`src/rtl/mem_read_arbiter_pkg.sv`:
```
`default_nettype none
// ============================================================================
//  Module      : mem_read_pkg
//  Description : Shared geometry and state encoding for the stream-output
//                memory read arbiter.
//  Revision    : 1.0 - initial release
// ============================================================================
package mem_read_pkg;

   localparam int NMEM   = 12;  // number of input memories
   localparam int NENT_W = 7;   // entry count width (0..64 meaningful)
   localparam int ADDR_W = 6;   // memory read address width
   localparam int BX_W   = 3;   // BX tag width
   localparam int SEL_W  = 4;   // binary port-select width

   typedef enum logic [1:0] {
      IDLE = 2'd0,
      SCAN = 2'd1,
      DONE = 2'd2
   } state_t;

endpackage
`default_nettype wire

```
`src/rtl/mem_read_arbiter_prio_enc12.sv`:
```
`default_nettype none
// ============================================================================
//  Module      : prio_enc12
//  Description : Combinational lowest-index-first priority encoder. Returns
//                the binary index of the lowest set request bit and a flag
//                telling whether any bit is set.
//  Revision    : 1.0 - initial release
// ============================================================================
module prio_enc12
   import mem_read_pkg::*;
#(
   parameter int N = NMEM
)(
   input  logic [N-1:0]     req,
   output logic [SEL_W-1:0] idx,
   output logic             any
);

   // Walk from the top down so the lowest set bit is the final writer.
   always_comb begin
      idx = '0;
      any = 1'b0;
      for (int i = N - 1; i >= 0; i--) begin
         if (req[i]) begin
            idx = SEL_W'(i);
            any = 1'b1;
         end
      end
   end

endmodule
`default_nettype wire

```
`src/rtl/mem_read_arbiter.sv`:
```
`default_nettype none
// ============================================================================
//  Module      : mem_read_arbiter
//  Description : Per-BX read sequencer for the 12 stream-output memories.
//                Snapshots entry counts on start, drains the memories one
//                read per cycle in fixed low-index-first priority under a
//                per-BX read budget, and delays {valid, sel, bx} by the
//                memory read latency. Memory geometry comes from the package.
//  Revision    : 1.0 - initial release
// ============================================================================
module mem_read_arbiter
   import mem_read_pkg::*;
#(
   parameter int RD_LAT    = 2,
   parameter int MAX_READS = 100
)(
   input  logic                   clk,
   input  logic                   rst_n,
   input  logic                   start,
   input  logic [BX_W-1:0]        bx_in,
   input  logic [NMEM*NENT_W-1:0] nent,
   output logic [NMEM-1:0]        rd_en,
   output logic [ADDR_W-1:0]      rd_addr,
   output logic [SEL_W-1:0]       sel,
   output logic [BX_W-1:0]        bx_out,
   output logic                   sel_valid,
   output logic                   busy,
   output logic                   done,
   output logic                   truncated
);

   localparam int                  c_CNT_W   = $clog2(MAX_READS + 1);
   localparam logic [NENT_W-1:0]   c_MAX_ENT = NENT_W'(1 << ADDR_W);
   localparam logic [c_CNT_W-1:0]  c_BUDGET  = c_CNT_W'(MAX_READS);

   state_t              r_state;
   state_t              w_state_nxt;
   logic [NENT_W-1:0]   r_snap [NMEM];
   logic [NENT_W-1:0]   r_ptr  [NMEM];
   logic [c_CNT_W-1:0]  r_cnt;
   logic [BX_W-1:0]     r_bx;

   logic [NMEM-1:0]     w_req;
   logic [SEL_W-1:0]    w_idx;
   logic                w_any;
   logic                w_load;
   logic                w_issue;
   logic                w_done_nxt;
   logic                w_trunc_nxt;
   logic                w_busy_nxt;

   logic [NMEM-1:0]     r_rd_en;
   logic [ADDR_W-1:0]   r_rd_addr;
   logic                r_busy;
   logic                r_done;
   logic                r_trunc;

   // Stage 0 runs alongside rd_en; stage RD_LAT lines up with memory data.
   logic                r_dv   [RD_LAT+1];
   logic [SEL_W-1:0]    r_didx [RD_LAT+1];
   logic [BX_W-1:0]     r_dbx  [RD_LAT+1];

   // A memory can hold at most 2**ADDR_W entries; larger counts saturate.
   function automatic logic [NENT_W-1:0] clamp_ent(input logic [NENT_W-1:0] n);
      return (n > c_MAX_ENT) ? c_MAX_ENT : n;
   endfunction

   // A memory still has work while its read pointer trails its snapshot.
   always_comb begin
      for (int i = 0; i < NMEM; i++) begin
         w_req[i] = (r_ptr[i] < r_snap[i]);
      end
   end

   prio_enc12 #(.N(NMEM)) u_prio_enc (
      .req (w_req),
      .idx (w_idx),
      .any (w_any)
   );

   // Next-state and per-cycle control; a start always wins over draining.
   always_comb begin
      w_state_nxt = r_state;
      w_load      = 1'b0;
      w_issue     = 1'b0;
      w_done_nxt  = 1'b0;
      w_trunc_nxt = 1'b0;
      w_busy_nxt  = r_busy;
      case (r_state)
         IDLE: begin
            if (start) begin
               w_load      = 1'b1;
               w_busy_nxt  = 1'b1;
               w_state_nxt = SCAN;
            end
         end
         SCAN: begin
            if (start) begin
               // Close the current BX and open the next on the same edge.
               w_load      = 1'b1;
               w_done_nxt  = 1'b1;
               w_trunc_nxt = w_any;
               w_busy_nxt  = 1'b1;
            end else if (!w_any) begin
               w_done_nxt  = 1'b1;
               w_busy_nxt  = 1'b0;
               w_state_nxt = DONE;
            end else if (r_cnt == c_BUDGET) begin
               w_done_nxt  = 1'b1;
               w_trunc_nxt = 1'b1;
               w_busy_nxt  = 1'b0;
               w_state_nxt = DONE;
            end else begin
               w_issue     = 1'b1;
            end
         end
         DONE: begin
            if (start) begin
               w_load      = 1'b1;
               w_busy_nxt  = 1'b1;
               w_state_nxt = SCAN;
            end else begin
               w_state_nxt = IDLE;
            end
         end
         default: w_state_nxt = IDLE;
      endcase
   end

   // State register.
   always_ff @(posedge clk or negedge rst_n) begin
      if (!rst_n) r_state <= IDLE;
      else        r_state <= w_state_nxt;
   end

   // Snapshot, read pointers, read budget counter and BX tag.
   always_ff @(posedge clk or negedge rst_n) begin
      if (!rst_n) begin
         for (int i = 0; i < NMEM; i++) begin
            r_snap[i] <= '0;
            r_ptr[i]  <= '0;
         end
         r_cnt <= '0;
         r_bx  <= '0;
      end else if (w_load) begin
         for (int i = 0; i < NMEM; i++) begin
            r_snap[i] <= clamp_ent(nent[i*NENT_W +: NENT_W]);
            r_ptr[i]  <= '0;
         end
         r_cnt <= '0;
         r_bx  <= bx_in;
      end else if (w_issue) begin
         r_ptr[w_idx] <= r_ptr[w_idx] + 1'b1;
         r_cnt        <= r_cnt + 1'b1;
      end
   end

   // Registered read strobes and status outputs.
   always_ff @(posedge clk or negedge rst_n) begin
      if (!rst_n) begin
         r_rd_en   <= '0;
         r_rd_addr <= '0;
         r_busy    <= 1'b0;
         r_done    <= 1'b0;
         r_trunc   <= 1'b0;
      end else begin
         r_rd_en <= w_issue ? (NMEM'(1) << w_idx) : '0;
         if (w_issue) r_rd_addr <= r_ptr[w_idx][ADDR_W-1:0];
         r_busy  <= w_busy_nxt;
         r_done  <= w_done_nxt;
         r_trunc <= w_trunc_nxt;
      end
   end

   // Delay line; index and tag only advance with a valid entry so sel holds.
   always_ff @(posedge clk or negedge rst_n) begin
      if (!rst_n) begin
         for (int j = 0; j <= RD_LAT; j++) begin
            r_dv[j]   <= 1'b0;
            r_didx[j] <= '0;
            r_dbx[j]  <= '0;
         end
      end else begin
         r_dv[0] <= w_issue;
         if (w_issue) begin
            r_didx[0] <= w_idx;
            r_dbx[0]  <= r_bx;
         end
         for (int j = 1; j <= RD_LAT; j++) begin
            r_dv[j] <= r_dv[j-1];
            if (r_dv[j-1]) begin
               r_didx[j] <= r_didx[j-1];
               r_dbx[j]  <= r_dbx[j-1];
            end
         end
      end
   end

   assign rd_en     = r_rd_en;
   assign rd_addr   = r_rd_addr;
   assign sel       = r_didx[RD_LAT];
   assign bx_out    = r_dbx[RD_LAT];
   assign sel_valid = r_dv[RD_LAT];
   assign busy      = r_busy;
   assign done      = r_done;
   assign truncated = r_trunc;

endmodule
`default_nettype wire

```
`config.mk`:
```
export PLATFORM = sky130hd
export DESIGN_NAME = mem_read_arbiter
export DESIGN_NICKNAME = d
export VERILOG_FILES = /design/src/rtl/mem_read_arbiter_pkg.sv /design/src/rtl/mem_read_arbiter_prio_enc12.sv /design/src/rtl/mem_read_arbiter.sv
export SDC_FILE = /design/constraint.sdc
export NUM_CORES = 1
export LEC_CHECK = 0
export CELL_PAD_IN_SITES_DETAIL_PLACEMENT = 0
export CELL_PAD_IN_SITES_GLOBAL_PLACEMENT = 1
export CORE_MARGIN = 4
export CORE_UTILIZATION = 41
export CTS_CLUSTER_SIZE = 10
export DETAILED_ROUTE_END_ITERATION = 12
export HOLD_SLACK_MARGIN = 0.12
export PLACE_DENSITY = 0.81
export SLEW_MARGIN = 20
export SYNTH_ARGS = -nofsm -noshare
export SYNTH_HDL_FRONTEND = slang
export SYNTH_SLANG_ARGS = --single-unit
```
`constraint.sdc`:
```
create_clock -name clk -period 4.2 [get_ports clk]
set_clock_uncertainty 0.2 [all_clocks]
set_input_delay 0.84 -clock clk [delete_from_list [all_inputs] [get_ports clk]]
set_output_delay 0.84 -clock clk [all_outputs]
set_load 0.005 [all_outputs]
```
==> results of run 1 <==
## flip-flops by register name (all words and copies together), names as in the netlist, 2 cells and up
name and cells:
r_ptr 84, r_snap 84, rd_en 12, r_didx 8
r_cnt 7, r_dbx 6, rd_addr 6, sel 4
bx_out 3, r_bx 3, r_dv 2, r_state 2
## report_power, final
part | total, mW | switching [mW] | internal (mW)
combinational | 1.56 | 0.845 | 0.711
clock | 2.15 | 0.870 | 1.28
sequential | 2.41 | 0.0863 | 2.32
total | 6.11 | 1.80 | 4.31
## critical path, delay by kind of cell (launching register included)
family	cells	cell delay [ns]
adder cells (fa/ha/maj)	2	0.51
AND/OR/NAND/NOR	3	0.60
XOR/XNOR	1	0.23
flip-flops	1	0.40
buffers and inverters	3	0.50
AO/OA/AOI/OAI	7	1.31
multiplexers	1	0.30
## final timing paths
kind	from	to	slack (ns)
max	r_ptr[60]$_DFFE_PN0P_	r_ptr[41]$_DFFE_PN0P_	0.03
min	rst_n	r_snap[75]$_DFFE_PN0P_	0.12
max in group asynchronous	rst_n	r_ptr[10]$_DFFE_PN0P_	2.76
min in group clk	r_snap[35]$_DFFE_PN0P_	r_snap[35]$_DFFE_PN0P_	0.25
max reg2reg	r_ptr[60]$_DFFE_PN0P_	r_ptr[41]$_DFFE_PN0P_	0.03
min reg2reg	r_snap[35]$_DFFE_PN0P_	r_snap[35]$_DFFE_PN0P_	0.25
## metrics by stage
stage	hold slack (ns)	cells	setup TNS [ns]	power (mW)	utilization, %
floorplan	0.1519	1164	0	3.128	-
global placement	0.2448	1734	-8.759	3.855	51.00
detailed placement	0.2472	1734	-11.19	3.872	51.00
CTS	0.1596	1782	0	6.131	55.09
global route	0.1804	1789	-1.071	6.385	55.76
finish	0.1238	1789	0	6.114	55.76
## placed cells by master (no fill, tap or decap), types with 4 or more instances in the layout
| cell | synthesis | final |
|---|---|---|
| a211o_1 | 6 | 6 |
| o21ai_2 | 21 | 29 |
| a21o_1 | 7 | 7 |
| xor2_1 | 6 | 4 |
| dfrtp_1 | 225 | 225 |
| nand3b_1 | 75 | 75 |
| o21a_1 | 5 | 4 |
| nand3_1 | 98 | 96 |
| clkbuf_16 | 0 | 29 |
| a211oi_1 | 7 | 4 |
| nand2b_1 | 5 | 5 |
| mux2_2 | 22 | 22 |
| ha_1 | 75 | 68 |
| a21oi_1 | 22 | 19 |
| buf_4 | 10 | 135 |
| nor2b_1 | 12 | 11 |
| nor2_1 | 35 | 31 |
| clkdlybuf4s50_1 | 0 | 117 |
| buf_6 | 3 | 9 |
| o21ai_0 | 146 | 129 |
| inv_2 | 0 | 5 |
| mux2i_1 | 26 | 23 |
| nand4_1 | 12 | 12 |
| o21ai_1 | 11 | 19 |
| nand2_1 | 108 | 106 |
| buf_12 | 0 | 16 |
| inv_1 | 93 | 88 |
| ha_4 | 0 | 6 |
| o31ai_1 | 7 | 5 |
## per-layer routing
metal / GRT usage (%) / up-vias / routed length [microns]
met4: 5.393 / 0 / 729
met2: 33.63 / 227 / 15430
li1: - / 4560 / -
met3: 3.126 / 61 / 1567
met5: 0 / - / 0
met1: 29.95 / 4573 / 15080
## final cells by class
cell class              instances  area (sq um)  area share [%]
multi-input cells             776          5617           36.25
clock inverters                 4         23.77          0.1534
well taps                     378         473.0           3.053
repair buffers                278          2621           16.92
inverters                      93         349.1           2.253
clock buffers                  35         778.2           5.023
flip-flops and latches        225          5630           36.34
## cell families after synthesis
logic type                 count (synthesis)  synth area share (%)
AOI/OAI and AO/OA                        273                 14.85
xor gates and xnor gates                   9                0.6817
adders and majority gates                 75                 8.115
buffers and inverters                    163                 5.973
DFF                                      225                 48.69
muxes                                     50                 4.620
and+or+nand+nor                          369                 17.07
## what timing repair did
action / in CTS / in global routing
setup endpoints to repair: 71 / 72
pin swaps: 22 / 25
hold buffers: 0 / 0
buffers inserted: 8 / 7
hold endpoints to repair: 0 / 0
cloned: 1 / 0
gates resized for setup: 63 / 35
==> results.yml, run 1 <==
setup_path:
  crit_chain: "ha_1, a211o_1, a21oi_1, o31ai_2, buf_4, buf_4, o21ai_4, o31a_1, mux2i_2, o32ai_1, or3_1, ha_2, nor4b_4, nand4_1, xor2_1, buf_4, o21ai_2"
  worstPathMaxFanout: 6
  worst_path_largest_cell_delay_ns: 0.40
  slowest_stage: "dfrtp_1"
  critical_path_class: "register to register"
  crit_path_start_kind: "register"
  endpoint_kind: "register"
  crit_top_cell: "buf_4"
  arrival_ns: 4.38
  required_ns: 4.41
  rr_worst_depth: 17
timing:
  slew_headroom_pct: 49.44
  finalSetupViolCount: 0
  fin_ws_ns: 0.03279
  rsz0062_at_grt: "true"
  min_period_ns: 4.167
  slew_violations: 0
  post-route-period-util_pct: 99.22
  worst_pin_slew_ns: 0.7584
  fmax_mhz: 240.0
  hold_violations: 0
power_and_ir_drop:
  ir_drop_mv: 0.2481
  p_leak_nw: 7.277
  p_per_area_nw_per_um2: 394.6
clock_tree:
  root_buffer: "clkbuf_16"
  clock_latency_ns: 0.53
  h-tree-depth: 1
  tritoncts: "built"
  numCtsBuffers: 28
  cts.sinks: 225
  clock_path_buffers: 3
  cts.clk_slew.worst_paths_ns: 0.06
global_routing:
  antenna_found_initial: 0
  overflow: 0
  grt_max_degree: 101
  grt_usage_pct: 20.91
  grt_pass1_vias: 9458
  grt_pass1_wl_microns: 51980
place:
  port_buffers: 118
  place_ws_ns: -0.2953
  placed_area_sq_um: 14170
  gp_congestion: 0.9564
  dp_hpwl_microns: 23520
drt:
  routedWlPerCell_microns: 18.34
  vias: 9421
  route.detailed.drc: 0
  drtAntennaViolNets: 0
  drt-pass1-iter-count: 5
  viasPerCell: 5.266
  first_iter_violations: 631
  wirelength_microns: 32800
yosys:
  synth_seq_area_share_pct: 48.69
  syn-num-nets: 1329
  synthCells: 1164
  yosysTopAreaCell: "dfrtp_1"
  avgSynthCellArea_sq_um: 9.934
  yosysMostFrequentCell: "dfrtp_1"
  async_flop_share_pct: 100.0
  yosys_warnings: 0
  synth_common_cells: "225 x dfrtp_1, 146 x o21ai_0, 108 x nand2_1, 98 x nand3_1, 93 x inv_1"
  synth-seq-cells: 225
  synth.distinct_cells: 73
  synth-main-ff-cell: "dfrtp_1"
  synth_edf_count: 0
  synth.top_cell.area_share_pct: 48.69
  syn-cell-area_sq_um: 11560
  synth.area.top_cells: "dfrtp_1 49%, ha_1 8.1%, o21ai_0 6.3%, nand3b_1 4.9%, nand3_1 4.2%"
run:
  maxCapViolations: 0
cells_and_area:
  layout-area-overhead-vs-synth_pct: 33.98
  fillers: 2547
  drive_gt1_share_pct: 22.61
  antenna_cells: 0
  nets: 1567
  design_area_sq_um: 15490
floorplan:
  die_h_microns: 175.9
  die_w_microns: 175.9
  fp-row-count: 61
  initial_utilization_pct: 41.62
  io_pins: 119
  core_sq_um: 27780
  die-area_sq_um: 30950
min_path:
  min_path_type: "primary input to async pin"
outcome:
  outcome: "complete, no violations"
Power figures use the tool's default switching activity.
==> inputs of run 2 (changes only) <==
--- a/config.mk
+++ b/config.mk
@@ -8,10 +8,10 @@
 export CELL_PAD_IN_SITES_DETAIL_PLACEMENT = 0
 export CELL_PAD_IN_SITES_GLOBAL_PLACEMENT = 1
-export CORE_MARGIN = 4
-export CORE_UTILIZATION = 41
+export CORE_UTILIZATION = 42
+export CTS_BUF_LIST = sky130_fd_sc_hd__clkbuf_4
 export CTS_CLUSTER_SIZE = 10
 export DETAILED_ROUTE_END_ITERATION = 12
 export HOLD_SLACK_MARGIN = 0.12
-export PLACE_DENSITY = 0.81
+export PLACE_DENSITY = 0.83
 export SLEW_MARGIN = 20
 export SYNTH_ARGS = -nofsm -noshare
==> constraint.sdc (replaced) <==
create_clock -name clk -period 4.2 [get_ports clk]
set_clock_uncertainty 0.2 [all_clocks]
set_input_delay 0.84 -clock clk [delete_from_list [all_inputs] [get_ports clk]]
set_output_delay 0.84 -clock clk [all_outputs]
set_load 0.05 [all_outputs]
==> run 2 against run 1 <==
Via count is 1.0% higher. Clock power is 15% lower. Maximum frequency hardly changed. Global-route usage is 1.9 points higher. Setup slack better by 0.0015 ns. Routed wire length is 2.9% lower. Critical path depth is 1 higher. Non-clock buffer count is 27 lower. Count of clock-buffer cells in the layout is 53 higher. Sequential share of layout area is 1.0 points higher. Critical path type unchanged.
==> results.yml, run 2 (same netlist as run 1, synthesis figures left out) <==
setup_path:
  worst_path_largest_cell_delay_ns: 0.37
  slowest_stage: "dfrtp_1"
  required_ns: 4.54
  worstReg2RegStart: "r_snap[11]$_DFFE_PN0P_"
  arrival_ns: 4.51
  r2r-end: "r_ptr[65]$_DFFE_PN0P_"
  crit_top_cell: "buf_4"
  crit_path_start_kind: "register"
  endpoint_kind: "register"
  crit_path_start: "r_snap[11]$_DFFE_PN0P_"
  crit_chain: "inv_2, ha_4, a21o_1, a211o_1, a41oi_2, nor3_4, o2111a_2, o31a_1, buf_4, mux2i_2, o32ai_2, or3_4, ha_4, buf_4, buf_4, xnor2_2, buf_6, o21ai_0"
  worstPathMaxFanout: 6
  rr_worst_depth: 18
  worst-r2r-setup-slack_ns: 0.03
  critical_path_class: "register to register"
floorplan:
  fp-row-count: 60
  die_w_microns: 167.9
  core_sq_um: 26950
  die-area_sq_um: 28200
  io_pins: 119
  die_h_microns: 167.9
  initial_utilization_pct: 42.91
power_and_ir_drop:
  ir_drop_mv: 0.1830
  p_leak_nw: 7.113
  p_per_area_nw_per_um2: 391.1
timing:
  slew_headroom_pct: 59.96
  rsz0062_at_grt: "true"
  slew_violations: 0
  post-route-period-util_pct: 99.18
  min_period_ns: 4.166
  finalSetupViolCount: 0
  worst_pin_slew_ns: 0.6007
  fmax_mhz: 240.1
  hold_ws_ns: 0.2627
  hold_violations: 0
  fin_ws_ns: 0.03434
drt:
  wirelength_microns: 31840
  first_iter_violations: 597
  drt-pass1-iter-count: 5
  drtAntennaViolNets: 0
  vias: 9518
  routedWlPerCell_microns: 17.84
  route.detailed.drc: 0
  viasPerCell: 5.332
place:
  dp_hpwl_microns: 22340
  gp_congestion: 0.9473
  place_ws_ns: -0.2188
  port_buffers: 118
clock_tree:
  numCtsBuffers: 59
  clock_latency_ns: 0.70
  root_buffer: "clkbuf_4"
  cts.sinks: 225
  cts.clk_slew.worst_paths_ns: 0.06
  clock_path_buffers: 3
  tritoncts: "built"
  h-tree-depth: 2
global_routing:
  grt_pass1_vias: 9533
  overflow: 0
  antenna_found_initial: 2
  grt_usage_pct: 22.84
  grt_pass1_wl_microns: 50510
  grt_max_degree: 101
min_path:
  worstHoldStart: "r_snap[35]$_DFFE_PN0P_"
  holdPathStages: 2
  min_path_type: "register to register"
  min_to: "r_snap[35]$_DFFE_PN0P_"
cells_and_area:
  mostFrequentLayoutCells: "224 x dfrtp_1, 129 x o21ai_0, 117 x clkdlybuf4s50_1"
  final_common_cell: "dfrtp_1"
  layout-area-overhead-vs-synth_pct: 30.33
  nets: 1571
  fillers: 2438
  drive_gt1_share_pct: 23.84
  final_core_util_pct: 55.92
outcome:
  outcome: "complete, no violations"
run:
  maxCapViolations: 0
run 2: cell type report:
class | instances | area, sq um | area share [%]
Tap cell | 341 | 426.7 | 2.831
Clock buffer | 88 | 660.6 | 4.384
Inverter | 93 | 349.1 | 2.316
Clock inverter | 10 | 41.29 | 0.2740
Antenna cell | 1 | 2.502 | 0.01660
Sequential cell | 225 | 5632 | 37.37
Multi-Input combinational cell | 776 | 5644 | 37.45
Timing Repair Buffer | 251 | 2315 | 15.36
run 2: critical path, delay by kind of cell (launching register included):
| kind | cells | cell delay, ns |
|---|---|---|
| compound gates | 7 | 1.53 |
| simple gates | 2 | 0.45 |
| mux | 1 | 0.25 |
| xor+xnor | 1 | 0.20 |
| flops | 1 | 0.37 |
| buf+inv | 5 | 0.65 |
| fa+ha+maj | 2 | 0.38 |
run 2: metal layers:
metal,up-vias,GRT usage (%),part of all wire [%]
met5,-,0,0
met4,0,8.656,2.4
met3,57,3.761,4.3
met2,220,36.12,46
met1,4622,31.51,47
li1,4619,-,-
run 2: power by group:
| part | leakage, nW | internal [mW] | switching, mW |
|---|---|---|---|
| Sequential | 3.01 | 2.32 | 0.0868 |
| Combinational | 3.69 | 0.695 | 0.974 |
| Clock | 0.419 | 0.942 | 0.876 |
| Total | 7.11 | 3.96 | 1.94 |
run 2: worst max path at each step:
stage | to | cells after the start | slack (ns)
after global placement | r_ptr[39]$_DFFE_PN0P_ | 16 | -0.25
after detailed placement | r_ptr[41]$_DFFE_PN0P_ | 16 | -0.22
after floorplan | r_ptr[20]$_DFFE_PN0P_ | 18 | 0.005
final | r_ptr[65]$_DFFE_PN0P_ | 18 | 0.03
after CTS | r_ptr[27]$_DFFE_PN0P_ | 16 | -0.01
after global routing | r_ptr[20]$_DFFE_PN0P_ | 17 | -0.14
run 2: timing repair:
item / CTS / global route
buffers inserted: 9 / 13
gates resized for setup: 33 / 69
endpoints found under the hold margin: 71 / 0
pin swaps: 26 / 23
setup endpoints to repair: 60 / 60
hold buffers: 1 / 0
run 2: metrics by stage:
step                power [mW]  setup TNS [ns]  cells  instance area (sq um)
floorplan                3.259               0   1164                  11580
global placement         3.922          -7.303   1663                  13740
detailed placement       3.944          -6.261   1663                  13740
CTS                      5.848        -0.02439   1771                  14690
global route             6.195          -2.531   1785                  15070
finish                   5.894               0   1785                  15070
